==> config.mk <==
export PLATFORM = sky130hd
export DESIGN_NAME = sid_osc_bank
export DESIGN_NICKNAME = d
export VERILOG_FILES = /design/src/rtl/sid_pkg.sv /design/src/rtl/sid_osc_voice.sv /design/src/rtl/sid_osc_bank.sv
export SDC_FILE = /design/constraint.sdc
export NUM_CORES = 1
export LEC_CHECK = 0
export CORE_ASPECT_RATIO = 1.25
export CORE_MARGIN = 1
export CORE_UTILIZATION = 55
export DETAILED_ROUTE_END_ITERATION = 10
export PLACE_DENSITY_LB_ADDON = 0.08
export SYNTH_ARGS = -nofsm -noshare
export SYNTH_HDL_FRONTEND = slang
export SYNTH_SLANG_ARGS = --single-unit
==> constraint.sdc <==
create_clock -name clk -period 4.5 [get_ports clk]
set_input_delay 0.675 -clock clk [delete_from_list [all_inputs] [get_ports clk]]
set_output_delay 0.675 -clock clk [all_outputs]
set_load 0.01 [all_outputs]
==> src/rtl/sid_pkg.sv <==
// Shared encodings and default geometry for the SID oscillator bank.
// Field codes select which per-voice register a bus write lands in.
package sid_pkg;

  localparam int DEF_NVOICES   = 3;
  localparam int DEF_ACC_W     = 24;
  localparam int DEF_FREQ_W    = 16;
  localparam int DEF_LFSR_W    = 23;
  localparam int DEF_LFSR_TAPA = 22;
  localparam int DEF_LFSR_TAPB = 17;
  localparam int DEF_NOISE_BIT = 19;

  typedef enum logic [1:0] {
    FIELD_FREQ_LO = 2'd0,
    FIELD_FREQ_HI = 2'd1,
    FIELD_CTRL    = 2'd2,
    FIELD_NONE    = 2'd3
  } field_e;

  localparam int CTRL_TEST = 0;
  localparam int CTRL_SYNC = 1;
  localparam int CTRL_W    = 2;

  // Hard-sync ring: each voice is reset by the MSB rise of the voice before it.
  function automatic int sync_src(input int voice, input int nvoices);
    return (voice + nvoices - 1) % nvoices;
  endfunction

endpackage

==> src/rtl/sid_osc_voice.sv <==
// One SID voice: phase accumulator plus noise LFSR clocked by an accumulator bit.
// pre_rise_o is taken before sync so the bank ring never forms a combinational loop.
module sid_osc_voice
  import sid_pkg::*;
#(
  parameter int ACC_W     = DEF_ACC_W,
  parameter int FREQ_W    = DEF_FREQ_W,
  parameter int LFSR_W    = DEF_LFSR_W,
  parameter int LFSR_TAPA = DEF_LFSR_TAPA,
  parameter int LFSR_TAPB = DEF_LFSR_TAPB,
  parameter int NOISE_BIT = DEF_NOISE_BIT
) (
  input  logic              clk,
  input  logic              n_reset,
  input  logic              clk_en_i,
  input  logic [FREQ_W-1:0] freq_i,
  input  logic              test_i,
  input  logic              sync_en_i,
  input  logic              sync_hit_i,
  output logic [ACC_W-1:0]  acc_o,
  output logic [LFSR_W-1:0] lfsr_o,
  output logic              pre_rise_o
);

  logic [ACC_W-1:0]  acc_q, acc_d, raw;
  logic [LFSR_W-1:0] lfsr_q, lfsr_d;

  assign raw        = acc_q + ACC_W'(freq_i);
  assign pre_rise_o = !acc_q[ACC_W-1] && raw[ACC_W-1];

  // Test dominates sync; the LFSR steps on a rise of the final accumulator value.
  always_comb begin
    acc_d  = acc_q;
    lfsr_d = lfsr_q;
    if (clk_en_i) begin
      if (test_i) begin
        acc_d  = '0;
        lfsr_d = '1;
      end else begin
        acc_d = (sync_en_i && sync_hit_i) ? '0 : raw;
        if (!acc_q[NOISE_BIT] && acc_d[NOISE_BIT]) begin
          lfsr_d = {lfsr_q[LFSR_W-2:0], lfsr_q[LFSR_TAPA] ^ lfsr_q[LFSR_TAPB]};
        end
      end
    end
  end

  always_ff @(posedge clk or negedge n_reset) begin
    if (!n_reset) begin
      acc_q  <= '0;
      lfsr_q <= '1;
    end else begin
      acc_q  <= acc_d;
      lfsr_q <= lfsr_d;
    end
  end

  assign acc_o  = acc_q;
  assign lfsr_o = lfsr_q;

endmodule

==> src/rtl/sid_osc_bank.sv <==
// Bank of SID voices with a byte-wide freq/control register file and hard-sync ring.
// Writes land every clk; an advance in the same cycle still sees the old register values.
module sid_osc_bank
  import sid_pkg::*;
#(
  parameter int NVOICES   = DEF_NVOICES,
  parameter int ACC_W     = DEF_ACC_W,
  parameter int FREQ_W    = DEF_FREQ_W,
  parameter int LFSR_W    = DEF_LFSR_W,
  parameter int LFSR_TAPA = DEF_LFSR_TAPA,
  parameter int LFSR_TAPB = DEF_LFSR_TAPB,
  parameter int NOISE_BIT = DEF_NOISE_BIT,
  localparam int VOICE_W  = (NVOICES > 1) ? $clog2(NVOICES) : 1
) (
  input  logic                      clk,
  input  logic                      n_reset,
  input  logic                      clk_en,
  input  logic                      wr_en,
  input  logic [VOICE_W-1:0]        wr_voice,
  input  logic [1:0]                wr_field,
  input  logic [7:0]                wr_data,
  output logic [NVOICES*ACC_W-1:0]  acc,
  output logic [NVOICES*LFSR_W-1:0] lfsr,
  output logic [NVOICES-1:0]        msb_rise
);

  localparam int LO_W = (FREQ_W < 8) ? FREQ_W : 8;

  logic [FREQ_W-1:0] freq_q [NVOICES];
  logic [FREQ_W-1:0] freq_d [NVOICES];
  logic [CTRL_W-1:0] ctrl_q [NVOICES];
  logic [CTRL_W-1:0] ctrl_d [NVOICES];
  logic [NVOICES-1:0] pre_rise, msb_rise_q, msb_rise_d;

  // Out-of-range voice indices simply match no entry and are dropped.
  always_comb begin
    freq_d = freq_q;
    ctrl_d = ctrl_q;
    if (wr_en) begin
      for (int i = 0; i < NVOICES; i++) begin
        if (wr_voice == VOICE_W'(i)) begin
          case (wr_field)
            FIELD_FREQ_LO: begin
              for (int b = 0; b < LO_W; b++) freq_d[i][b] = wr_data[b];
            end
            FIELD_FREQ_HI: begin
              for (int b = 8; b < FREQ_W; b++) freq_d[i][b] = wr_data[b-8];
            end
            FIELD_CTRL: ctrl_d[i] = wr_data[CTRL_W-1:0];
            default: ;
          endcase
        end
      end
    end
  end

  assign msb_rise_d = clk_en ? pre_rise : '0;

  always_ff @(posedge clk or negedge n_reset) begin
    if (!n_reset) begin
      for (int i = 0; i < NVOICES; i++) begin
        freq_q[i] <= '0;
        ctrl_q[i] <= '0;
      end
      msb_rise_q <= '0;
    end else begin
      freq_q     <= freq_d;
      ctrl_q     <= ctrl_d;
      msb_rise_q <= msb_rise_d;
    end
  end

  for (genvar v = 0; v < NVOICES; v++) begin : g_voice
    localparam int SRC = sync_src(v, NVOICES);

    sid_osc_voice #(
      .ACC_W     (ACC_W),
      .FREQ_W    (FREQ_W),
      .LFSR_W    (LFSR_W),
      .LFSR_TAPA (LFSR_TAPA),
      .LFSR_TAPB (LFSR_TAPB),
      .NOISE_BIT (NOISE_BIT)
    ) u_voice (
      .clk        (clk),
      .n_reset    (n_reset),
      .clk_en_i   (clk_en),
      .freq_i     (freq_q[v]),
      .test_i     (ctrl_q[v][CTRL_TEST]),
      .sync_en_i  (ctrl_q[v][CTRL_SYNC]),
      .sync_hit_i (pre_rise[SRC]),
      .acc_o      (acc[v*ACC_W +: ACC_W]),
      .lfsr_o     (lfsr[v*LFSR_W +: LFSR_W]),
      .pre_rise_o (pre_rise[v])
    );
  end

  assign msb_rise = msb_rise_q;

endmodule
==> impl_metrics.json, run 1 <==
{
  "die_x_um": 127,
  "netlist_instances": 1017,
  "post-place-cells": 1373,
  "maxSlewViolCount": 0,
  "yosysTopAreaCell": "dfrtp_1",
  "crit_cells": 18,
  "total_leakage_power_nw": 5.70,
  "stdcell_count": 1405,
  "critPathSlowestCell": "dfrtp_1",
  "cts.path.max_buffers": 2,
  "critPathMaxFanout": 46,
  "dp_hpwl_um": 17500,
  "drt_iter0_markers": 466,
  "layout.nets": 1230,
  "synthTopCellsByArea": "dfrtp_1 (30%), dfstp_2 (17%), ha_1 (6.0%), mux2_2 (5.7%), nor2_1 (4.4%)",
  "cp.buffers_inverters": 1,
  "hold_viol_final": 0,
  "cpMostUsedCell": "nand2_1",
  "vias": 8368,
  "grt_pass1_wl_um": 41700,
  "area_growth_pct": 22.4,
  "seq_area_frac_synth": 0.473,
  "h-tree-depth": 4,
  "synth.top_cell.area_share": 0.303,
  "ys_types": 70,
  "core_area_mm2": 0.0188,
  "min_path_type": "primary input to asynchronous set/reset pin",
  "status": "finished, final reports clean",
  "finalPower_mw": 8.18,
  "async_flop_share": 1.00,
  "synthesis.nets": 1087,
  "row_count": 56,
  "synth_edf_count": 0,
  "crit_path_end": "g_voice[2].u_voice.lfsr_o[21]$_DFFE_PN1P_",
  "post_cts_resized": 0,
  "die_area_mm2": 0.0199,
  "relSlewSlack": 0.415,
  "wl_um": 25700,
  "wl_per_cell_um": 18.3,
  "dp_worst_setup_slack_ns": 0.554,
  "fin_crit_sh": 0.879,
  "rr_worst_depth": 18,
  "die_y_um": 158,
  "setup_ws_ns": 0.546,
  "peakVddDrop_mv": 0.359,
  "fin_crit_ns": 3.95,
  "portBuffers": 159,
  "first_global_vias": 8177,
  "setup_viol": 0,
  "power_density_mw_per_mm2": 627,
  "synth_area_mm2": 0.0107,
  "cts_tree": "built",
  "antenna_found_initial": 1,
  "regToRegEndpoint": "g_voice[2].u_voice.lfsr_o[21]$_DFFE_PN1P_",
  "io_pins": 160,
  "cpPeakStageDelay_ns": 0.40,
  "yosysWarningCount": 0,
  "initial_core_util": 0.565,
  "syn_area_per_cell_um2": 10.5,
  "fin_setup_tns_ns": 0,
  "worstSkewPairLatency_ns": 0.44,
  "cts_hold_buffers": 0,
  "viasPerCell": 5.96,
  "cp_data_required_time_ns": 4.85,
  "nFillCells": 1427,
  "cap_violations": 0,
  "grt_usage": 0.266,
  "path_cells": "ha_1 -> a21o_1 -> a21o_1 -> a211oi_2 -> nor3_1 -> o2111ai_1 -> nand2_1 -> nand2_1 -> nor3_1 -> ha_1 -> nand2_1 -> nand2_1 -> nor4_1 -> a32o_1 -> a41o_1 -> buf_4 -> nor3_1 -> a211oi_1",
  "reg2reg_from": "g_voice[1].u_voice.acc_o[1]$_DFFE_PN0P_",
  "synth_seq_cells": 198,
  "reg2reg_slack_ns": 0.55,
  "post-route-drc-count": 0,
  "cts_setup_buffers": 0,
  "cp.arrival_ns": 4.30,
  "crit_path_start_kind": "register",
  "ant_nets": 0,
  "clk_pin_slew_ns": 0.07,
  "ys.flop_type": "dfrtp_1",
  "cts-buffers-inserted": 17,
  "numClockSinks": 198,
  "crit_path_end_kind": "register",
  "grt_max_degree": 110,
  "cts-root-buf": "clkbuf_16",
  "holdWs_ns": 0.335,
  "critical_path_class": "register to register",
  "worstMarginPinSlew_ns": 0.877,
  "grt_overflow": 0,
  "critPathLaunch": "g_voice[1].u_voice.acc_o[1]$_DFFE_PN0P_",
  "fin_skew_ns": 0.0103,
  "drive_above_1_share": 0.173,
  "fin_area_mm2": 0.0130,
  "placed_area_mm2": 0.0124,
  "gp_congestion": 0.949,
  "path_delay_family": "compound AO/OA/AOI/OAI gates",
  "fmax_ghz": 0.253,
  "rsz0062_at_grt": "false",
  "firstDrtPassIters": 6,
  "final_util": 0.692
}
[state kept, by name (all words and copies together), names as in the netlist]
register,count
ctrl_q,6
freq_q,48
g_voice.u_voice.acc_o,72
g_voice.u_voice.lfsr_o,69
msb_rise,3
[synth_stat cells, types with 3 or more instances]
library cell,n
a211oi_1,27
fa_1,3
and2_1,9
a31oi_1,10
o21ai_0,37
and4_1,5
nor2b_1,5
dfrtp_1,129
o22ai_1,6
o21bai_1,6
mux2_2,54
xnor2_1,21
nand2_1,54
o22a_1,23
o21a_1,5
a21o_1,20
a32o_1,4
clkbuf_1,32
a221oi_2,21
dfstp_2,69
inv_1,51
o31ai_1,3
nand4_1,6
o21ai_1,4
nor3_1,29
nand2b_1,12
o211ai_1,3
nand3b_1,7
or2_2,4
nand3_1,11
a22o_1,39
a21oi_1,47
ha_1,51
nor2_1,125
xor2_1,16
and3_1,8
or3_1,4
buf_2,11
[routing by layer]
| layer | wire length, µm | share of wire | vias to the layer above | GRT usage |
|---|---|---|---|---|
| met4 | 411 | 0.016 | 0 | 0.0832 |
| li1 | - | - | 3991 | - |
| met5 | 0 | 0 | - | 0 |
| met1 | 11300 | 0.44 | 4115 | 0.340 |
| met2 | 12500 | 0.49 | 225 | 0.449 |
| met3 | 1500 | 0.058 | 37 | 0.0652 |
[layout make-up]
class                      count  area (µm²)  share of cell area
multi-input combinational    721        5220               0.400
sequential                   198        5040               0.386
timing repair buffer         171        1690               0.130
clock buffer                  19         433              0.0332
tap                          232         290              0.0222
inverter                      51         191              0.0147
clock inverter                12         179              0.0137
antenna                        1        2.50            0.000192
[where the power goes]
part	switching (mW)	internal [mW]	leakage (nW)
Combinational	1.71	1.86	3.03
Sequential	0.537	2.46	2.38
Clock	0.675	0.929	0.291
[cell families after synthesis]
logic type / count (synthesis) / share of synthesized area
adders and majority gates: 54 / 0.0655
buffers and inverters: 98 / 0.0372
and+or+nand+nor: 287 / 0.126
xor gates and xnor gates: 37 / 0.0304
AOI/OAI and AO/OA: 288 / 0.210
muxes: 55 / 0.0580
DFF: 198 / 0.473
[cells in the final DEF (no fill, tap or decap), types with 39 or more instances in the layout]
cell type,count
dfrtp_1,129
nand2_1,54
a22o_1,39
a21oi_1,47
nor2_1,125
mux2_2,54
inv_1,50
clkdlybuf4s50_1,157
ha_1,51
dfstp_2,69
[worst min path at each step]
| stage | from | endpoint | slack (ns) | depth (start not counted) |
|---|---|---|---|---|
| floorplan | n_reset | ctrl_q[0]$_DFFE_PN0P_ | 0.38 | 0 |
| global placement | g_voice[0].u_voice.lfsr_o[11]$_DFFE_PN1P_ | g_voice[0].u_voice.lfsr_o[12]$_DFFE_PN1P_ | 0.48 | 2 |
| detailed placement | g_voice[0].u_voice.lfsr_o[16]$_DFFE_PN1P_ | g_voice[0].u_voice.lfsr_o[17]$_DFFE_PN1P_ | 0.49 | 2 |
| CTS | n_reset | g_voice[2].u_voice.acc_o[1]$_DFFE_PN0P_ | 0.39 | 1 |
| global route | n_reset | freq_q[1]$_DFFE_PN0P_ | 0.40 | 1 |
| finish | n_reset | freq_q[1]$_DFFE_PN0P_ | 0.33 | 1 |
No activity file was read; power rests on OpenSTA's default activity.
==> inputs of run 2 (changes only) <==
MAX_ROUTING_LAYER = met4   (was default)
==> run 2 against run 1 <==
- clock power fell by 5%
- sequential share of layout area rose by 0.082 points
- clock skew rose by 0.0055 ns
- register-to-register slack barely moved
- die area did not move
- fmax rose by 0.37%
- largest cell class unchanged
- highest routed layer unchanged
==> impl_metrics.json, run 2 (synthesis results as in run 1) <==
{
  "layout_common_cells": "clkdlybuf4s50_1 (157), dfrtp_1 (129), nor2_1 (125)",
  "clk_pin_slew_ns": 0.08,
  "dp_hpwl_um": 17600,
  "critPathMaxFanout": 46,
  "h-tree-depth": 4,
  "cp_data_required_time_ns": 4.84,
  "final_common_cell": "clkdlybuf4s50_1",
  "min_path_type": "primary input to asynchronous set/reset pin",
  "cts_setup_buffers": 0,
  "worstSkewPairLatency_ns": 0.44,
  "io_pins": 160,
  "hold_viol_final": 0,
  "layout.nets": 1232,
  "post-route-drc-count": 0,
  "critical_path_class": "register to register",
  "power_density_mw_per_mm2": 622,
  "crit_path_start_kind": "register",
  "wl_per_cell_um": 18.1,
  "grt_max_degree": 93,
  "use_met3": 0.0510,
  "cts-root-buf": "clkbuf_16",
  "grt_pass1_wl_um": 40800,
  "reg2reg_slack_ns": 0.56,
  "cts.path.max_buffers": 2,
  "status": "finished, final reports clean",
  "core_area_mm2": 0.0188,
  "die_area_mm2": 0.0199,
  "ant_nets": 0,
  "fin_setup_tns_ns": 0,
  "rsz0062_at_grt": "false",
  "grtUsageMet2": 0.424,
  "viasPerCell": 5.91,
  "holdWs_ns": 0.289,
  "use_met1": 0.349,
  "fin_skew_ns": 0.0158,
  "drive_above_1_share": 0.177,
  "numClockSinks": 198,
  "cts_tree": "built",
  "initial_core_util": 0.565,
  "drt_iter0_markers": 435,
  "fin_crit_sh": 0.875,
  "grt_usage": 0.269,
  "first_global_vias": 7933,
  "vias": 8328,
  "total_leakage_power_nw": 5.70,
  "post_cts_resized": 0,
  "crit_path_end_kind": "register",
  "fmax_ghz": 0.254,
  "cap_violations": 0,
  "cts_hold_buffers": 0,
  "portBuffers": 159,
  "grt_busiest_layer": "met2",
  "fin_crit_ns": 3.94,
  "die_x_um": 127,
  "die_y_um": 158,
  "peakVddDrop_mv": 0.375,
  "largest_reg_flops": 72,
  "cp.arrival_ns": 4.28,
  "grt_overflow": 0,
  "relSlewSlack": 0.395,
  "setup_viol": 0,
  "firstDrtPassIters": 5,
  "area_growth_pct": 22.2,
  "antenna_found_initial": 1,
  "gp_congestion": 0.903,
  "reg2reg_from": "g_voice[1].u_voice.acc_o[1]$_DFFE_PN0P_",
  "wl_um": 25500,
  "regToRegEndpoint": "g_voice[2].u_voice.lfsr_o[0]$_DFFE_PN1P_",
  "maxSlewViolCount": 0,
  "rr_worst_depth": 18,
  "cts-buffers-inserted": 17,
  "worstMarginPinSlew_ns": 0.908,
  "row_count": 56,
  "nFillCells": 1416
}
==> run 2: power by group <==
part	total, mW	leakage, nW	switching, mW	internal (mW)
combinational	3.59	3.04	1.72	1.87
sequential	3.00	2.38	0.533	2.46
clock	1.52	0.283	0.722	0.799
==> run 2: worst max-delay path by stage <==
stage                                                  from                                         to  depth (start not counted)
floorplan           g_voice[1].u_voice.acc_o[1]$_DFFE_PN0P_  g_voice[2].u_voice.lfsr_o[17]$_DFFE_PN1P_                         19
global placement    g_voice[1].u_voice.acc_o[1]$_DFFE_PN0P_   g_voice[2].u_voice.lfsr_o[4]$_DFFE_PN1P_                         18
detailed placement  g_voice[1].u_voice.acc_o[1]$_DFFE_PN0P_   g_voice[2].u_voice.lfsr_o[0]$_DFFE_PN1P_                         18
CTS                 g_voice[1].u_voice.acc_o[1]$_DFFE_PN0P_   g_voice[2].u_voice.lfsr_o[0]$_DFFE_PN1P_                         18
global route        g_voice[1].u_voice.acc_o[1]$_DFFE_PN0P_  g_voice[2].u_voice.lfsr_o[18]$_DFFE_PN1P_                         18
finish              g_voice[1].u_voice.acc_o[1]$_DFFE_PN0P_   g_voice[2].u_voice.lfsr_o[0]$_DFFE_PN1P_                         18
==> run 2: metrics by stage <==
stage | instances | cell area (µm²) | power, mW | utilization | setup slack, ns
5_1_grt | 1408 | 13000 | 8.64 | 0.691 | 0.165
6_report | 1408 | 13000 | 8.10 | 0.691 | 0.561
3_3_place_gp | 1375 | 12400 | 6.51 | 0.660 | 0.630
2_1_floorplan | 1017 | 10700 | 5.20 | - | 1.21
3_5_place_dp | 1375 | 12400 | 6.60 | 0.660 | 0.558
4_1_cts | 1407 | 13000 | 8.14 | 0.691 | 0.523
==> run 2: metal layers <==
layer / vias up / wire length, µm
met5: - / 0
met4: 0 / 486
met3: 30 / 1230
met2: 202 / 12200
met1: 4094 / 11600
li1: 4002 / -
==> run 2: area by class of cell <==
cell class / count / area (µm²) / share of cell area
Tap cell: 232 / 290 / 0.0223
Clock buffer: 19 / 443 / 0.0340
Multi-Input combinational cell: 721 / 5220 / 0.401
Inverter: 51 / 191 / 0.0147
Clock inverter: 13 / 139 / 0.0107
Antenna cell: 1 / 2.50 / 0.000192
Sequential cell: 198 / 5040 / 0.387
Timing Repair Buffer: 173 / 1700 / 0.130
==> run 2: critical path, stage by stage (launching register included) <==
cell and delay [ns]:
dfrtp_1 0.40, ha_1 0.30, a21o_1 0.16, a21o_1 0.21
a211oi_2 0.30, nor3_1 0.14, o2111ai_1 0.36, nand2_1 0.22
nand2_1 0.10, nor3_1 0.05, ha_1 0.18, nand2_1 0.06
nand2_1 0.10, nor4_1 0.23, a32o_1 0.17, a41o_1 0.11
buf_4 0.40, nor3_1 0.10, a211oi_1 0.25
==> inputs of run 3 (changes only) <==
CTS_CLUSTER_SIZE = 10   (was default)
GPL_TIMING_DRIVEN = 0   (was default)
==> run 3 against run 2 <==
- wire length rose by 6.3%
- sequential cell count did not move
- first-iteration DRC count rose by 14%
- worst hold slack got worse by 0.085 ns
- sequential share of layout area fell by 0.31 points
- global-route usage rose by 2.0 points
- total power fell by 0.16%
- sequential power barely moved
- final cell count rose by 2.3%
- cell area rose by 0.81%
==> impl_metrics.json, run 3 (synthesis results as in run 1) <==
{
  "rsz0062_at_grt": "false",
  "crit_path_start_kind": "register",
  "critPathMaxFanout": 10,
  "largest_reg_flops": 72,
  "die_area_mm2": 0.0199,
  "drt_iter0_markers": 494,
  "vias": 8531,
  "nFillCells": 1506,
  "setup_viol": 0,
  "area_growth_pct": 23.2,
  "post-route-drc-count": 0,
  "cpPeakStageDelay_ns": 0.40,
  "dp_worst_setup_slack_ns": 0.554,
  "total_leakage_power_nw": 5.75,
  "die_x_um": 127,
  "fin_area_mm2": 0.0131,
  "cts-root-buf": "clkbuf_16",
  "min_path_type": "primary input to asynchronous set/reset pin",
  "crit_path_end_kind": "register",
  "gp_congestion": 0.966,
  "relSlewSlack": 0.417,
  "fmax_ghz": 0.251,
  "worstMarginPinSlew_ns": 0.875,
  "clk_pin_slew_ns": 0.07,
  "finalPower_mw": 8.09,
  "placed_area_mm2": 0.0126,
  "cts.path.max_buffers": 2,
  "fin_skew_ns": 0.0110,
  "cpMostUsedCell": "nand2_1",
  "path_cells": "ha_1 -> a21o_1 -> a21o_1 -> a211oi_2 -> nor3_1 -> o2111ai_1 -> nand2_1 -> nand2_1 -> nor3_1 -> ha_1 -> nand2_1 -> nand2_1 -> nor4_1 -> a32o_1 -> a41o_1 -> buf_2 -> buf_2 -> nor3_1 -> a211oi_1",
  "grt_max_degree": 125,
  "cts_hold_buffers": 0,
  "antenna_found_initial": 0,
  "peakVddDrop_mv": 0.371,
  "status": "finished, final reports clean",
  "fin_crit_ns": 3.99,
  "cp_data_required_time_ns": 4.84,
  "post-place-cells": 1408,
  "grt_pass1_wl_um": 43200,
  "firstDrtPassIters": 5,
  "cts_tree": "built",
  "final_common_cell": "clkdlybuf4s50_1",
  "core_area_mm2": 0.0188,
  "worstSkewPairLatency_ns": 0.44,
  "critPathSlowestCell": "dfrtp_1",
  "first_global_vias": 8394,
  "row_count": 56,
  "dp_hpwl_um": 19000,
  "grt_overflow": 0,
  "post_cts_resized": 0,
  "io_pins": 160,
  "fin_crit_sh": 0.887,
  "die_y_um": 158,
  "h-tree-depth": 4,
  "cap_violations": 0,
  "viasPerCell": 5.92,
  "numClockSinks": 198,
  "drive_above_1_share": 0.171,
  "cts-buffers-inserted": 17,
  "critical_path_class": "register to register",
  "maxSlewViolCount": 0,
  "ant_nets": 0,
  "layout.nets": 1265,
  "hold_viol_final": 0,
  "wl_per_cell_um": 18.8,
  "power_density_mw_per_mm2": 616,
  "final_util": 0.696,
  "grt_usage": 0.288,
  "cp.arrival_ns": 4.33,
  "portBuffers": 158,
  "wl_um": 27100,
  "cts_setup_buffers": 0,
  "initial_core_util": 0.565,
  "setup_ws_ns": 0.510,
  "layout_common_cells": "clkdlybuf4s50_1 (157), dfrtp_1 (129), nor2_1 (125)",
  "stdcell_count": 1441
}
==> run 3: cell types whose count changed in the layout (fill, tap and decap cells not counted), moves of 3 or more <==
cell / before / now
inv_6: 4 / 0
buf_4: 14 / 0
clkbuf_8: 2 / 5
inv_4: 0 / 4
buf_2: 1 / 11
clkbuf_1: 1 / 33
==> run 3: report_power, final <==
group          internal [mW]  leakage [nW]  switching (mW)
clock network          0.786         0.285           0.691
logic                   1.87          3.08            1.76
registers               2.46          2.38           0.524
==> run 3: routing by layer <==
layer | vias to the layer above | part of all wire | track usage
met5 | - | 0 | -
met4 | 0 | 0.020 | 0.0884
met3 | 38 | 0.051 | 0.0635
met2 | 212 | 0.49 | 0.473
met1 | 4205 | 0.44 | 0.358
li1 | 4076 | - | -
==> run 3: stage by stage <==
stage,setup TNS (ns),hold WS [ns]
floorplan,0,0.379
global placement,-906.99,0.481
detailed placement,0,0.483
CTS,0,0.224
global route,0,0.242
finish,0,0.204
==> run 3: critical path: cells and delay by family (launching register included) <==
family	cells	cell delay, ns
flops	1	0.40
fa+ha+maj	2	0.47
simple gates	8	0.97
buf+inv	2	0.48
compound gates	7	1.56
==> run 3: final cells by class <==
class                           count  area (µm²)  share of cell area
Sequential cell                   198        5040               0.384
Timing Repair Buffer              159        1610               0.123
Inverter                           51         191              0.0146
Buffer                             47         205              0.0156
Clock buffer                       23         498              0.0379
Multi-Input combinational cell    721        5220               0.398
Clock inverter                      9        65.1             0.00496
Tap cell                          232         290              0.0221
Antenna cell                        1        2.50            0.000191
==> run 3: path summary, 6_finish.rpt <==
check | startpoint | to | slack (ns) | depth (start not counted)
min in group clk | g_voice[0].u_voice.lfsr_o[8]$_DFFE_PN1P_ | g_voice[0].u_voice.lfsr_o[9]$_DFFE_PN1P_ | 0.49 | 2
max in group asynchronous | n_reset | g_voice[1].u_voice.acc_o[19]$_DFFE_PN0P_ | 3.27 | 2
setup / recovery | g_voice[1].u_voice.acc_o[1]$_DFFE_PN0P_ | g_voice[2].u_voice.lfsr_o[6]$_DFFE_PN1P_ | 0.51 | 19
hold / removal | n_reset | g_voice[2].u_voice.acc_o[0]$_DFFE_PN0P_ | 0.20 | 1
setup reg to reg | g_voice[1].u_voice.acc_o[1]$_DFFE_PN0P_ | g_voice[2].u_voice.lfsr_o[6]$_DFFE_PN1P_ | 0.51 | 19
hold reg to reg | g_voice[0].u_voice.lfsr_o[8]$_DFFE_PN1P_ | g_voice[0].u_voice.lfsr_o[9]$_DFFE_PN1P_ | 0.49 | 2
